<file path="src/rtl/timer_set_ctrl_if.sv">
// timer_set_ctrl_if: button/tick/digit-select inputs and display/state outputs of the mode controller
interface timer_set_ctrl_if;
    logic        i_btn_center;
    logic        i_btn_left;
    logic        i_btn_right;
    logic        i_btn_up;
    logic        i_btn_down;
    logic        i_tick_1hz;
    logic [3:0]  i_digit_select;
    logic        o_shift_left;
    logic        o_shift_right;
    logic [15:0] o_digits;
    logic [1:0]  o_state;
    logic        o_done;
    modport master (
        output i_btn_center, i_btn_left, i_btn_right, i_btn_up, i_btn_down, i_tick_1hz, i_digit_select,
        input  o_shift_left, o_shift_right, o_digits, o_state, o_done
    );
    modport slave (
        input  i_btn_center, i_btn_left, i_btn_right, i_btn_up, i_btn_down, i_tick_1hz, i_digit_select,
        output o_shift_left, o_shift_right, o_digits, o_state, o_done
    );
endinterface

</file>
<file path="src/rtl/timer_set_ctrl.sv">
// timer_set_ctrl: SET/RUN/PAUSE/DONE mode FSM owning the MM:SS BCD digits and digit-select shift strobes
module timer_set_ctrl #(
    parameter int MIN_TENS_MAX = 9
) (
    input logic             i_clk,
    input logic             i_rst,
    timer_set_ctrl_if.slave bus
);
    typedef enum logic [1:0] {SET = 2'b00, RUN = 2'b01, PAUSE = 2'b10, DONE = 2'b11} state_t;

    localparam logic [15:0] LIMITS = {4'(MIN_TENS_MAX), 4'd9, 4'd5, 4'd9};

    state_t      state_q, state_d;
    logic [15:0] digits_q, digits_d, preset_q, preset_d, dec_t;
    logic        shl_q, shl_d, shr_q, shr_d;
    logic        c, l, r, u, dn, sel_ok;

    function automatic logic [3:0] wrap(input logic [3:0] v, input logic [3:0] m, input logic up);
        return up ? (v == m ? 4'd0 : v + 4'd1) : (v == 4'd0 ? m : v - 4'd1);
    endfunction

    // one-second BCD countdown; caller guarantees t is nonzero
    function automatic logic [15:0] dec_time(input logic [15:0] t);
        logic [15:0] n;
        n = t;
        if (t[3:0] != 4'd0) n[3:0] = t[3:0] - 4'd1;
        else begin
            n[3:0] = 4'd9;
            if (t[7:4] != 4'd0) n[7:4] = t[7:4] - 4'd1;
            else begin
                n[7:4] = 4'd5;
                if (t[11:8] != 4'd0) n[11:8] = t[11:8] - 4'd1;
                else begin
                    n[11:8]  = 4'd9;
                    n[15:12] = t[15:12] - 4'd1;
                end
            end
        end
        return n;
    endfunction

    always_comb begin
        c        = bus.i_btn_center;
        l        = bus.i_btn_left & ~c;
        r        = bus.i_btn_right & ~c & ~bus.i_btn_left;
        u        = bus.i_btn_up & ~(c | bus.i_btn_left | bus.i_btn_right);
        dn       = bus.i_btn_down & ~(c | bus.i_btn_left | bus.i_btn_right | bus.i_btn_up);
        sel_ok   = $onehot(bus.i_digit_select);
        dec_t    = dec_time(digits_q);
        state_d  = state_q;
        digits_d = digits_q;
        preset_d = preset_q;
        shl_d    = 1'b0;
        shr_d    = 1'b0;
        case (state_q)
            SET: begin
                shl_d = l;
                shr_d = r;
                if ((u | dn) && sel_ok)
                    for (int i = 0; i < 4; i++)
                        if (bus.i_digit_select[i]) digits_d[4*i+:4] = wrap(digits_q[4*i+:4], LIMITS[4*i+:4], u);
                if (c && digits_q != 16'h0000) begin
                    preset_d = digits_q;
                    state_d  = RUN;
                end
            end
            RUN: begin
                if (bus.i_tick_1hz) digits_d = dec_t;
                state_d = (bus.i_tick_1hz && dec_t == 16'h0000) ? DONE : c ? PAUSE : RUN;
            end
            PAUSE: state_d = c ? RUN : (l | r) ? SET : PAUSE;
            DONE: begin
                if (c) begin
                    state_d  = SET;
                    digits_d = preset_q;
                end
            end
            default: state_d = SET;
        endcase
    end

    always_ff @(posedge i_clk) begin
        if (i_rst) begin
            state_q  <= SET;
            digits_q <= 16'h0000;
            preset_q <= 16'h0000;
            shl_q    <= 1'b0;
            shr_q    <= 1'b0;
        end else begin
            state_q  <= state_d;
            digits_q <= digits_d;
            preset_q <= preset_d;
            shl_q    <= shl_d;
            shr_q    <= shr_d;
        end
    end

    assign bus.o_shift_left  = shl_q;
    assign bus.o_shift_right = shr_q;
    assign bus.o_digits      = digits_q;
    assign bus.o_state       = state_q;
    assign bus.o_done        = (state_q == DONE);
endmodule

</file>
<file path="src/flat_wrapper.sv">
// flat-port wrapper written by rule: the top's interface ports become plain ports
module timer_set_ctrl_flat 
#(
    parameter int MIN_TENS_MAX = 9
)
  (i_clk, i_rst, bus_i_btn_center, bus_i_btn_left, bus_i_btn_right, bus_i_btn_up, bus_i_btn_down, bus_i_tick_1hz, bus_i_digit_select, bus_o_shift_left, bus_o_shift_right, bus_o_digits, bus_o_state, bus_o_done);
  timer_set_ctrl_if bus_i ();
  input logic i_clk;
  input logic i_rst;
  input wire logic [$bits(bus_i.i_btn_center)-1:0] bus_i_btn_center;
  input wire logic [$bits(bus_i.i_btn_left)-1:0] bus_i_btn_left;
  input wire logic [$bits(bus_i.i_btn_right)-1:0] bus_i_btn_right;
  input wire logic [$bits(bus_i.i_btn_up)-1:0] bus_i_btn_up;
  input wire logic [$bits(bus_i.i_btn_down)-1:0] bus_i_btn_down;
  input wire logic [$bits(bus_i.i_tick_1hz)-1:0] bus_i_tick_1hz;
  input wire logic [$bits(bus_i.i_digit_select)-1:0] bus_i_digit_select;
  output wire logic [$bits(bus_i.o_shift_left)-1:0] bus_o_shift_left;
  output wire logic [$bits(bus_i.o_shift_right)-1:0] bus_o_shift_right;
  output wire logic [$bits(bus_i.o_digits)-1:0] bus_o_digits;
  output wire logic [$bits(bus_i.o_state)-1:0] bus_o_state;
  output wire logic [$bits(bus_i.o_done)-1:0] bus_o_done;
  assign bus_i.i_btn_center = bus_i_btn_center;
  assign bus_i.i_btn_left = bus_i_btn_left;
  assign bus_i.i_btn_right = bus_i_btn_right;
  assign bus_i.i_btn_up = bus_i_btn_up;
  assign bus_i.i_btn_down = bus_i_btn_down;
  assign bus_i.i_tick_1hz = bus_i_tick_1hz;
  assign bus_i.i_digit_select = bus_i_digit_select;
  assign bus_o_shift_left = bus_i.o_shift_left;
  assign bus_o_shift_right = bus_i.o_shift_right;
  assign bus_o_digits = bus_i.o_digits;
  assign bus_o_state = bus_i.o_state;
  assign bus_o_done = bus_i.o_done;
  timer_set_ctrl #(.MIN_TENS_MAX(MIN_TENS_MAX)) u_core (.i_clk(i_clk), .i_rst(i_rst), .bus(bus_i));
endmodule
</file>
<file path="config.mk">
export PLATFORM = sky130hd
export DESIGN_NAME = timer_set_ctrl_flat
export DESIGN_NICKNAME = d
export VERILOG_FILES = /design/src/rtl/timer_set_ctrl_if.sv /design/src/rtl/timer_set_ctrl.sv /design/src/flat_wrapper.sv
export SDC_FILE = /design/constraint.sdc
export NUM_CORES = 1
export LEC_CHECK = 0
export ABC_AREA = 1
export BUFFER_PORTS_ARGS = -buffer_cell sky130_fd_sc_hd__clkbuf_2
export CORE_ASPECT_RATIO = 0.8
export CORE_UTILIZATION = 50
export DETAILED_ROUTE_END_ITERATION = 10
export GPL_TIMING_DRIVEN = 0
export PLACE_DENSITY = 0.81
export SLEW_MARGIN = 20
export SYNTH_ARGS = -nofsm -noshare
export SYNTH_HDL_FRONTEND = slang
export SYNTH_SLANG_ARGS = --single-unit
export TNS_END_PERCENT = 100
</file>
<file path="constraint.sdc">
create_clock -name i_clk -period 2.15 [get_ports i_clk]
set_input_delay 0.3225 -clock i_clk [delete_from_list [all_inputs] [get_ports i_clk]]
set_output_delay 0.3225 -clock i_clk [all_outputs]
set_load 0.02 [all_outputs]
</file>
==> key figures, run 1 <==
Status
  – Status: finished, final reports clean

Critical path
  – Worst Reg2Reg Path Length in Cells: 11
  – Worst R2R End: u_core.bus.o_digits[0]
  – Worst flop-to-flop path startpoint: u_core.bus.o_state[0]
  – Register-to-register setup slack: ~0.18 ns
  – Worst path required time: around 2.3 ns
  – CP Capture Type: flop
  – Critical path class: in2reg
  – Critical path endpoint: u_core.bus.o_digits[8]
  – WP data arrival: between 2 and 2.5 ns
  – Crit path launch: bus_i_digit_select[0]
  – CP startpoint kind: input port
  – Critical-path maximum fanout: 6

Timing
  – Clock skew: 0.00613 ns
  – Hold WS: 0.227 ns
  – Final Cycle Share: 0.994
  – Worst Tran Pin Value: 0.585 ns
  – Hold Violations, Final: 0
  – RSZ-0062 raised after global routing: yes
  – Max-slew violation count: 0
  – Slew headroom: 0.610
  – Setup violators final: 0
  – Crit path time final: roughly 2.1 ns
  – Fmax: about 470 MHz
  – Setup TNS: 0 ns

Logic synthesis
  – Largest area contributor in the netlist: dfxtp_1
  – Post-Syn Area: 2520 um^2
  – Post-synth EDFFs: 0
  – Sequential fraction of the synthesis area: 0.286
  – Synth area leaders: dfxtp_1, nand2_1, o21ai_0
  – Synth top area share: 0.286
  – Fraction of registers with async set/reset: 0
  – Yosys cell types: 39
  – Top FF cell, synth: dfxtp_1
  – Syn avg cell area: 6.49 um^2
  – Synth warnings: 0
  – Syn_nets: between 400 and 500
  – Cells after synthesis: approximately 390
  – Flops & latches, synth: 36

Detailed routing
  – Antenna Nets Post-Route: 0
  – Detailed-route wire length per cell: about 15 um
  – Residual DRC count: 0
  – DRT Wirelength: between 7000 and 8000 um
  – Drt pass-1 iters: 5
  – DR vias: about 2.8k
  – Drt via density: between 5 and 6
  – DR iter-0 viols: 249

Pwr
  – Leak: about 1.3 nW
  – Clk pwr share: 0.153
  – Net Sw Frac: 0.479
  – Power consumption: 0.00303 W
  – Max IR drop VDD: 0.000464 V
  – Gate power share: 0.534
  – NetSw: roughly 0.0014 W
  – P_int: 0.00158 W
  – Power per cell area: a little over 1000 nW/um^2
  – Sequential fraction of design power: 0.314

Floorplanning
  – Initial Util: 0.536
  – Core Region: approximately 4700 um^2
  – # rows: 22
  – Chip Width: 81.4 um
  – Die height: 65.5 um
  – Full die area: roughly 5300 um^2
  – I/O pin cnt: 33

Finish
  – Most frequent cells in the layout: nand2_1, inv_1, o21ai_0, dfxtp_1, a21oi_1
  – Most common cell after layout, fill and taps aside: nand2_1
  – Area grow syn2layout: 18.0%
  – NumNets Final: 450
  – Layout cell share with drive strength beyond 1: 0.189
  – N_diodes: 0
  – Finished Core Util: 0.633
  – Final Instance Area: around 3000 um^2

GRT
  – Initial antenna violation count: 0
  – Overall global routing resource usage: 0.291
  – Vias in the first global route: 2483
  – Largest net degree at the start of global routing: 11
  – Global route total overflow: 0
  – First-pass GRT wire length: 11600 um

CTS
  – H-tree levels: 2
  – Root Buffer: clkbuf_8
  – Clk_lat worst skew: slightly below 0.3 ns
  – Clock Sinks: 36
  – Clock Tree Buf Depth: 2
  – CTS tree: done
  – Total CTS buffers: 5
  – Clk slew on worst S/H paths: 0.07 ns

Hold path
  – Hold path cells: 2
  – HP Class: in2reg

Placement
  – DP HPWL: between 5000 and 6000 um
  – Placer Congestion: 0.954
  – IO buf count: 30
  – Placement Cell Area: 2800 um^2

Flow run
  – Max-Cap Viols: 0
==> routing by layer <==
metal,global-route usage,share of wire,up-vias
met1,0.400,0.47,1263
met2,0.440,0.43,160
met5,0,0,-
li1,-,-,1393
met4,0.103,0.016,0
met3,0.0667,0.084,15
==> state kept, by name, summed over array words and instances (netlist names) <==
name / flops
u_core.bus.o_state: 2
u_core.preset_q: 16
u_core.bus.o_digits: 16
u_core.bus.o_shift_left: 1
u_core.bus.o_shift_right: 1
==> metrics by stage <==
stage | setup slack [ns] | cells
4_1_cts | 0.0179 | 486
2_1_floorplan | -0.00704 | 389
3_3_place_gp | -0.327 | 479
6_report | 0.0123 | 489
3_5_place_dp | -0.362 | 479
5_1_grt | -0.116 | 489
==> worst max-delay path: stages <==
cell and delay (ns):
buf_8 0.10, ha_4 0.23, ha_4 0.15, fa_1 0.45, nor3b_2 0.16, nand2_1 0.07
nand2_1 0.07, nand2_2 0.06, nor2_4 0.12, inv_4 0.07, nor2_4 0.16, inv_4 0.07
nor3_2 0.18, a211oi_1 0.07
==> worst min path at each step <==
stage                               endpoint           startpoint  slack (ns)
floorplan           u_core.bus.o_shift_right       bus_i_btn_left        0.40
global placement          u_core.preset_q[5]   u_core.preset_q[5]        0.43
detailed placement       u_core.preset_q[11]  u_core.preset_q[11]        0.44
CTS                 u_core.bus.o_shift_right       bus_i_btn_left        0.23
global route        u_core.bus.o_shift_right       bus_i_btn_left        0.23
finish              u_core.bus.o_shift_right       bus_i_btn_left        0.23
==> final cells by class <==
class | instances | area, um^2
clock buffers | 6 | 72.6
fillers | 431 | 1730
well taps | 60 | 75.1
plain buffers | 12 | 58.8
multi-input cells | 283 | 1620
flip-flops and latches | 36 | 721
clock inverters | 1 | 5.00
inverters | 58 | 223
repair buffers | 33 | 201
==> cell families (layout without fill, tap and decap cells) <==
| logic type | count (synthesis) | count (layout) | share of synthesized area |
|---|---|---|---|
| AO/OA/AOI/OAI | 121 | 121 | 0.275 |
| XOR/XNOR | 2 | 2 | 0.00694 |
| adder cells (fa/ha/maj) | 9 | 9 | 0.0476 |
| buffers and inverters | 70 | 110 | 0.110 |
| flip-flops | 36 | 36 | 0.286 |
| AND/OR/NAND/NOR | 151 | 151 | 0.276 |
==> power by group through the flow <==
stage	combinational (W)	sequential, W	clock [W]
3_5_place_dp	0.00153	0.000961	0
2_1_floorplan	0.00112	0.00100	0
6_report	0.00162	0.000949	0.000462
3_3_place_gp	0.00150	0.000955	0
4_1_cts	0.00154	0.000945	0.000466
5_1_grt	0.00181	0.000970	0.000494
==> cell usage after synthesis (2+ instances only) <==
master	n
nor2_1	34
o221ai_1	2
nor2_4	6
o21ai_0	47
dfxtp_1	36
inv_2	5
xor2_1	2
a21oi_1	36
nand2_2	2
nor2_2	2
inv_1	52
nand2_1	70
buf_2	6
nor3_1	6
o211ai_1	5
a211oi_1	9
a22oi_1	3
o22ai_1	7
a31oi_1	5
ha_1	8
clkbuf_1	4
nand3_1	25
==> timing repair <==
item / 4_1_cts / 5_1_grt
hold endpoints to repair: 0 / 0
buffers inserted: 0 / 3
setup endpoints to repair: 5 / 29
hold buffers: 0 / 0
pin swaps: 2 / 3
gates resized for setup: 1 / 27
(Power assumes the default switching activity.)
==> inputs of run 2 (changes only) <==
--- a/config.mk
+++ b/config.mk
@@ -5,7 +5,6 @@
 export SDC_FILE = /design/constraint.sdc
 export NUM_CORES = 1
 export LEC_CHECK = 0
-export ABC_AREA = 1
 export BUFFER_PORTS_ARGS = -buffer_cell sky130_fd_sc_hd__clkbuf_2
 export CORE_ASPECT_RATIO = 0.8
 export CORE_UTILIZATION = 50
==> key figures, run 2 <==
Status
  – Status: finished with violations
  – Failing checks: setup timing

Logic synthesis
  – Largest area contributor in the netlist: dfxtp_1
  – Fraction of registers with async set/reset: 0
  – Syn_nets: around 370
  – Yosys cell types: 73
  – Top FF cell, synth: dfxtp_1
  – Synth area leaders: dfxtp_1, mux2i_1, nor2_1
  – Syn avg cell area: ~8 um^2
  – Post-synth EDFFs: 0
  – Cells after synthesis: approximately 350
  – Synth top area share: 0.261
  – Top-count cell post-synth: nor2_1
  – Synth warnings: 0
  – Post-synth top cells: nor2_1, dfxtp_1, clkbuf_1, nand2_1
  – Sequential fraction of the synthesis area: 0.261
  – Flops & latches, synth: 36
  – Post-Syn Area: about 2800 um^2

Placement
  – DP Worst Slack: -0.487 ns
  – DP HPWL: approximately 5800 um
  – IO buf count: 31
  – Placer Congestion: just over 0.9
  – Placement Cell Area: around 3100 um^2

CTS
  – Clk slew on worst S/H paths: 0.08 ns
  – Clock Tree Buf Depth: 2
  – CTS tree: done
  – Clk_lat worst skew: around 0.29 ns
  – Root Buffer: clkbuf_8
  – H-tree levels: 2
  – Total CTS buffers: 5
  – Clock Sinks: 36
  – # hold bufs at CTS: 0

Pwr
  – NetSw: roughly 0.0018 W
  – Sequential fraction of design power: 0.229
  – Net Sw Frac: 0.469
  – Clk pwr share: 0.123
  – Leak: ~1.3 nW
  – Gate power share: 0.648
  – P_int: around 0.0021 W
  – Power per cell area: between 1000 and 1500 nW/um^2
  – Max IR drop VDD: around 0.00065 V

Detailed routing
  – Antenna Nets Post-Route: 0
  – Detailed-route wire length per cell: roughly 19 um
  – Drt pass-1 iters: 7
  – DRT Wirelength: between 8000 and 9000 um
  – DR vias: 3076
  – Residual DRC count: 0
  – DR iter-0 viols: between 400 and 500
  – Drt via density: between 6 and 7

Critical path
  – Top delay family on crit path: adder cells
  – Levels on crit path: 10
  – Critical-path maximum fanout: 6
  – Crit path launch: bus_i_digit_select[3]
  – Worst flop-to-flop path startpoint: u_core.bus.o_digits[3]
  – Buf/Inv on CP: 2
  – Critical path class: in2reg
  – Worst Reg2Reg Path Length in Cells: 7
  – Most frequent CP cell: ha_4
  – Register-to-register setup slack: -0.06 ns
  – CP startpoint kind: input port
  – CP Capture Type: flop
  – Worst path required time: about 2.4 ns
  – Max incr delay on CP: around 0.45 ns
  – Worst R2R End: u_core.bus.o_digits[5]
  – CP max-delay cell: fa_1
  – Worst-path cell chain: buf_8 -> ha_4 -> ha_4 -> fa_1 -> nor3b_2 -> o2111ai_4 -> o21ai_4 -> buf_12 -> nor2_4 -> a311oi_1
  – WP data arrival: about 2.5 ns

Timing
  – Slew headroom: 0.528
  – Hold Violations, Final: 0
  – Worst Tran Pin Value: roughly 0.71 ns
  – Crit path time final: ~2.3 ns
  – Clock skew: between 0.007 and 0.008 ns
  – Max-slew violation count: 0
  – Setup violators final: 16
  – Fmax: approximately 430 MHz
  – Final Cycle Share: 1.08
  – RSZ-0062 raised after global routing: yes
  – Setup ws final: -0.181 ns

Finish
  – Most frequent cells in the layout: nor2_1, dfxtp_1, clkbuf_2, clkbuf_1, nand2_1
  – N_diodes: 0
  – Area grow syn2layout: 26.1%
  – Most common cell after layout, fill and taps aside: nor2_1
  – Final Instance Area: approximately 3500 um^2
  – Filler Cell Count: 416
  – NumNets Final: ~430
  – Layout cell share with drive strength beyond 1: 0.254

Floorplanning
  – Initial Util: 0.536
  – Core Region: about 5000 um^2
  – Full die area: between 5000 and 6000 um^2
  – # rows: 23
  – I/O pin cnt: 33
  – Die height: 68.5 um
  – Chip Width: 85.1 um

GRT
  – Largest net degree at the start of global routing: 12
  – Vias in the first global route: around 2.7k
  – Global route total overflow: 0
  – Initial antenna violation count: 0
  – Overall global routing resource usage: 0.305
  – First-pass GRT wire length: ~14000 um

Hold path
  – Hold path cells: 2
  – HP Class: in2reg
  – Worst Hold Launch: bus_i_btn_left
  – Sink of the worst hold path: u_core.bus.o_shift_right

Flow run
  – Max-Cap Viols: 0
## run 2: cell types whose count changed in the layout (fill, tap and decap cells not counted), moves of 7 or more
cell / change
nand2_1: -48
nor2_1: +8
inv_1: -46
mux2i_1: +18
nand2b_1: +9
o22ai_1: -7
nand3_1: -7
clkbuf_1: +20
o21ai_0: -32
a311oi_1: +9
a21oi_1: -22
## run 2: power by group through the flow
stage,clock network [W],registers [W],logic (W)
finish,0.000484,0.000900,0.00255
global route,0.000519,0.000915,0.00272
CTS,0.000487,0.000883,0.00224
detailed placement,0,0.000893,0.00212
global placement,0,0.000888,0.00208
floorplan,0,0.000954,0.00155
## run 2: what timing repair did
action | 4_1_cts | 5_1_grt
endpoints found under the setup margin | 32 | 33
cloned | 0 | 1
resized for setup | 12 | 24
setup buffers | 7 | 7
pin swaps | 12 | 12
## run 2: final cells by class
| type | count | area, um^2 | share of cell area |
|---|---|---|---|
| Multi-Input combinational cell | 272 | 2010 | 0.579 |
| Sequential cell | 36 | 726 | 0.208 |
| Timing Repair Buffer | 46 | 358 | 0.103 |
| Buffer | 37 | 199 | 0.0572 |
| Tap cell | 62 | 77.6 | 0.0223 |
| Clock buffer | 7 | 76.3 | 0.0219 |
| Inverter | 6 | 25.0 | 0.00719 |
| Clock inverter | 1 | 5.00 | 0.00144 |
## run 2: worst max-delay path by stage
stage | to | slack, ns
finish | u_core.bus.o_digits[10] | -0.18
global route | u_core.bus.o_digits[2] | -0.25
CTS | u_core.bus.o_digits[6] | -0.15
detailed placement | u_core.bus.o_digits[5] | -0.49
global placement | u_core.bus.o_digits[5] | -0.49
floorplan | u_core.bus.o_digits[8] | -0.11
## run 2: per-layer routing
layer / GRT usage / wire length, um / up-vias
li1: - / - / 1418
met1: 0.422 / 3710 / 1420
met2: 0.462 / 3750 / 210
met3: 0.0651 / 977 / 28
met4: 0.125 / 212 / 0
met5: 0 / 0 / -
## run 2: cell families (layout without fill, tap and decap cells)
kind of cell / count (synthesis) / after routing / share of synthesized area
compound gates: 97 / 97 / 0.260
flops: 36 / 36 / 0.261
simple gates: 140 / 140 / 0.269
xor+xnor: 6 / 6 / 0.0190
buf+inv: 44 / 97 / 0.0734
mux: 20 / 20 / 0.0734
fa+ha+maj: 9 / 9 / 0.0435
## run 2: metrics by stage
stage	utilization	total power (W)	cells	setup TNS, ns	hold WS [ns]
final	0.676	0.00393	467	-1.70	0.267
after CTS	0.646	0.00361	460	-1.31	0.261
after floorplan	-	0.00251	352	-0.596	0.398
after detailed placement	0.603	0.00301	445	-9.68	0.443
after global routing	0.676	0.00415	467	-3.06	0.282
after global placement	0.603	0.00297	445	-8.10	0.441
==> inputs of run 3 (changes only) <==
--- a/config.mk
+++ b/config.mk
@@ -5,12 +5,13 @@
 export SDC_FILE = /design/constraint.sdc
 export NUM_CORES = 1
 export LEC_CHECK = 0
-export BUFFER_PORTS_ARGS = -buffer_cell sky130_fd_sc_hd__clkbuf_2
+export ABC_CLOCK_PERIOD_IN_PS = 2150
 export CORE_ASPECT_RATIO = 0.8
 export CORE_UTILIZATION = 50
 export DETAILED_ROUTE_END_ITERATION = 10
+export DONT_BUFFER_PORTS = 1
 export GPL_TIMING_DRIVEN = 0
-export PLACE_DENSITY = 0.81
+export PLACE_DENSITY = 0.76
 export SLEW_MARGIN = 20
 export SYNTH_ARGS = -nofsm -noshare
 export SYNTH_HDL_FRONTEND = slang
==> key figures, run 3 (synthesis results as in run 2) <==
Status
  – Status: finished with violations
  – Failing checks: setup timing

Placement
  – Placer Congestion: just over 0.9
  – IO buf count: 0
  – Inst Count DP: roughly 410
  – DP HPWL: between 5000 and 6000 um

Detailed routing
  – DR vias: between 2k and 3k
  – Antenna Nets Post-Route: 0
  – Residual DRC count: 0
  – DR iter-0 viols: between 200 and 300
  – DRT Wirelength: roughly 8600 um
  – Drt via density: ~6.7
  – Detailed-route wire length per cell: 19.6 um
  – Drt pass-1 iters: 5

Finish
  – Fin cells: 441
  – Storage cell area: about 730 um^2
  – Area grow syn2layout: 21.6%
  – Filler Cell Count: ~450
  – Layout cell share with drive strength beyond 1: 0.227
  – Multi-input combinational cell area: between 2000 and 2500 um^2
  – N_diodes: 0
  – Most frequent cells in the layout: nor2_1, dfxtp_1, clkbuf_1, nand2_1
  – Most common cell after layout, fill and taps aside: nor2_1
  – NumNets Final: roughly 400

Critical path
  – Worst path required time: around 2.4 ns
  – Max incr delay on CP: 0.45 ns
  – Critical path class: in2reg
  – Critical-path maximum fanout: 6
  – CP startpoint kind: input port
  – Worst-path cell chain: ha_4 -> ha_4 -> fa_1 -> nor3b_2 -> o2111ai_4 -> o21ai_4 -> buf_6 -> nor2_2 -> a311oi_1
  – WP data arrival: between 2 and 2.5 ns
  – Most frequent CP cell: ha_4
  – Buf/Inv on CP: 1
  – Worst flop-to-flop path startpoint: u_core.bus.o_digits[3]
  – Worst Reg2Reg Path Length in Cells: 7
  – Top delay family on crit path: adder cells
  – Register-to-register setup slack: 0 ns
  – CP max-delay cell: fa_1
  – Worst R2R End: u_core.bus.o_digits[5]
  – CP Capture Type: flop

Timing
  – Worst Tran Pin Value: 0.719 ns
  – Setup violators final: 4
  – RSZ-0062 raised after global routing: yes
  – Final Cycle Share: 1.01
  – Fmax: about 460 MHz
  – Clock skew: ~0.0058 ns
  – Hold Violations, Final: 0
  – Slew headroom: 0.520
  – Setup ws final: -0.0229 ns
  – Crit path time final: between 2 and 2.5 ns
  – Max-slew violation count: 0
  – Hold WS: roughly 0.09 ns

CTS
  – Clk_lat worst skew: around 0.30 ns
  – Total CTS buffers: 5
  – Clock Sinks: 36
  – CTS tree: done
  – H-tree levels: 2
  – Clk slew on worst S/H paths: roughly 0.080 ns
  – Clock Tree Buf Depth: 2
  – Root Buffer: clkbuf_8

Pwr
  – Gate power share: 0.628
  – Clk pwr share: 0.123
  – Net Sw Frac: 0.462
  – Max IR drop VDD: 0.000593 V
  – Sequential fraction of design power: 0.249
  – NetSw: approximately 0.0019 W
  – P_int: between 0.002 and 0.0025 W
  – Power per cell area: between 1000 and 1500 nW/um^2
  – Leak: approximately 1.2 nW

Flow run
  – Max-Cap Viols: 0

GRT
  – First-pass GRT wire length: roughly 13000 um
  – Overall global routing resource usage: 0.296
  – Initial antenna violation count: 0
  – Largest net degree at the start of global routing: 12
  – Vias in the first global route: 2501
  – Global route total overflow: 0

Hold path
  – Sink of the worst hold path: u_core.bus.o_shift_right
  – Hold path cells: 1
  – HP Class: in2reg
  – Worst Hold Launch: bus_i_btn_left

Floorplanning
  – Core Region: just over 5000 um^2
  – Initial Util: 0.536
  – # rows: 23
  – I/O pin cnt: 33
  – Die height: a little under 70 um
  – Chip Width: about 85 um
  – Full die area: 5820 um^2
-- run 3: worst max-delay path by stage --
stage | start | slack, ns | endpoint | cells past startpoint
5_1_grt | bus_i_digit_select[3] | -0.16 | u_core.bus.o_digits[6] | 9
4_1_cts | bus_i_digit_select[0] | -0.009 | u_core.bus.o_digits[6] | 9
2_1_floorplan | bus_i_digit_select[0] | -0.11 | u_core.bus.o_digits[8] | 8
3_5_place_dp | bus_i_digit_select[0] | -0.35 | u_core.bus.o_digits[5] | 8
6_report | bus_i_digit_select[3] | -0.02 | u_core.bus.o_digits[9] | 9
3_3_place_gp | bus_i_digit_select[0] | -0.34 | u_core.bus.o_digits[5] | 8
-- run 3: repair_timing --
action	CTS	global route
buffers inserted	9	9
hold buffers	0	0
gates resized for setup	8	36
endpoints found under the setup margin	24	32
pin swaps	5	13
gates cloned	0	1
-- run 3: layout make-up --
| class | instances | area share |
|---|---|---|
| Clock inverter | 1 | 0.00149 |
| Clock buffer | 7 | 0.0227 |
| Tap cell | 62 | 0.0231 |
| Buffer | 38 | 0.0641 |
| Timing Repair Buffer | 19 | 0.0548 |
| Multi-Input combinational cell | 272 | 0.608 |
| Inverter | 6 | 0.00746 |
| Sequential cell | 36 | 0.218 |
-- run 3: per-layer routing --
| layer | vias up | GRT usage | wire length, um |
|---|---|---|---|
| li1 | 1362 | - | - |
| met1 | 1416 | 0.435 | 3890 |
| met2 | 164 | 0.438 | 3780 |
| met3 | 11 | 0.0603 | 868 |
| met4 | 0 | 0.0805 | 96 |
| met5 | - | 0 | 0 |
-- run 3: per-stage QoR --
| step | util | setup TNS, ns | power (W) | instance area (um^2) | setup WS, ns |
|---|---|---|---|---|---|
| 6_report | 0.651 | -0.0543 | 0.00402 | 3360 | -0.0229 |
| 2_1_floorplan | - | -0.596 | 0.00251 | 2870 | -0.110 |
| 3_5_place_dp | 0.573 | -7.42 | 0.00293 | 2950 | -0.353 |
| 5_1_grt | 0.651 | -1.21 | 0.00422 | 3360 | -0.161 |
| 3_3_place_gp | 0.573 | -7.61 | 0.00291 | 2950 | -0.343 |
| 4_1_cts | 0.611 | -0.0202 | 0.00356 | 3150 | -0.00908 |
-- run 3: power groups by stage --
stage / registers (W) / logic, W / clock network, W
3_3_place_gp: 0.000990 / 0.00192 / 0
4_1_cts: 0.000987 / 0.00208 / 0.000495
5_1_grt: 0.00102 / 0.00269 / 0.000519
6_report: 0.00100 / 0.00252 / 0.000493
2_1_floorplan: 0.000954 / 0.00155 / 0
3_5_place_dp: 0.000994 / 0.00193 / 0
-- run 3: worst reg2reg max path: cells and delay by family (launching register included) --
kind,cells,cell delay [ns]
flip-flops,1,0.37
AND/OR/NAND/NOR,2,0.94
AO/OA/AOI/OAI,3,0.45
buffers and inverters,2,0.30
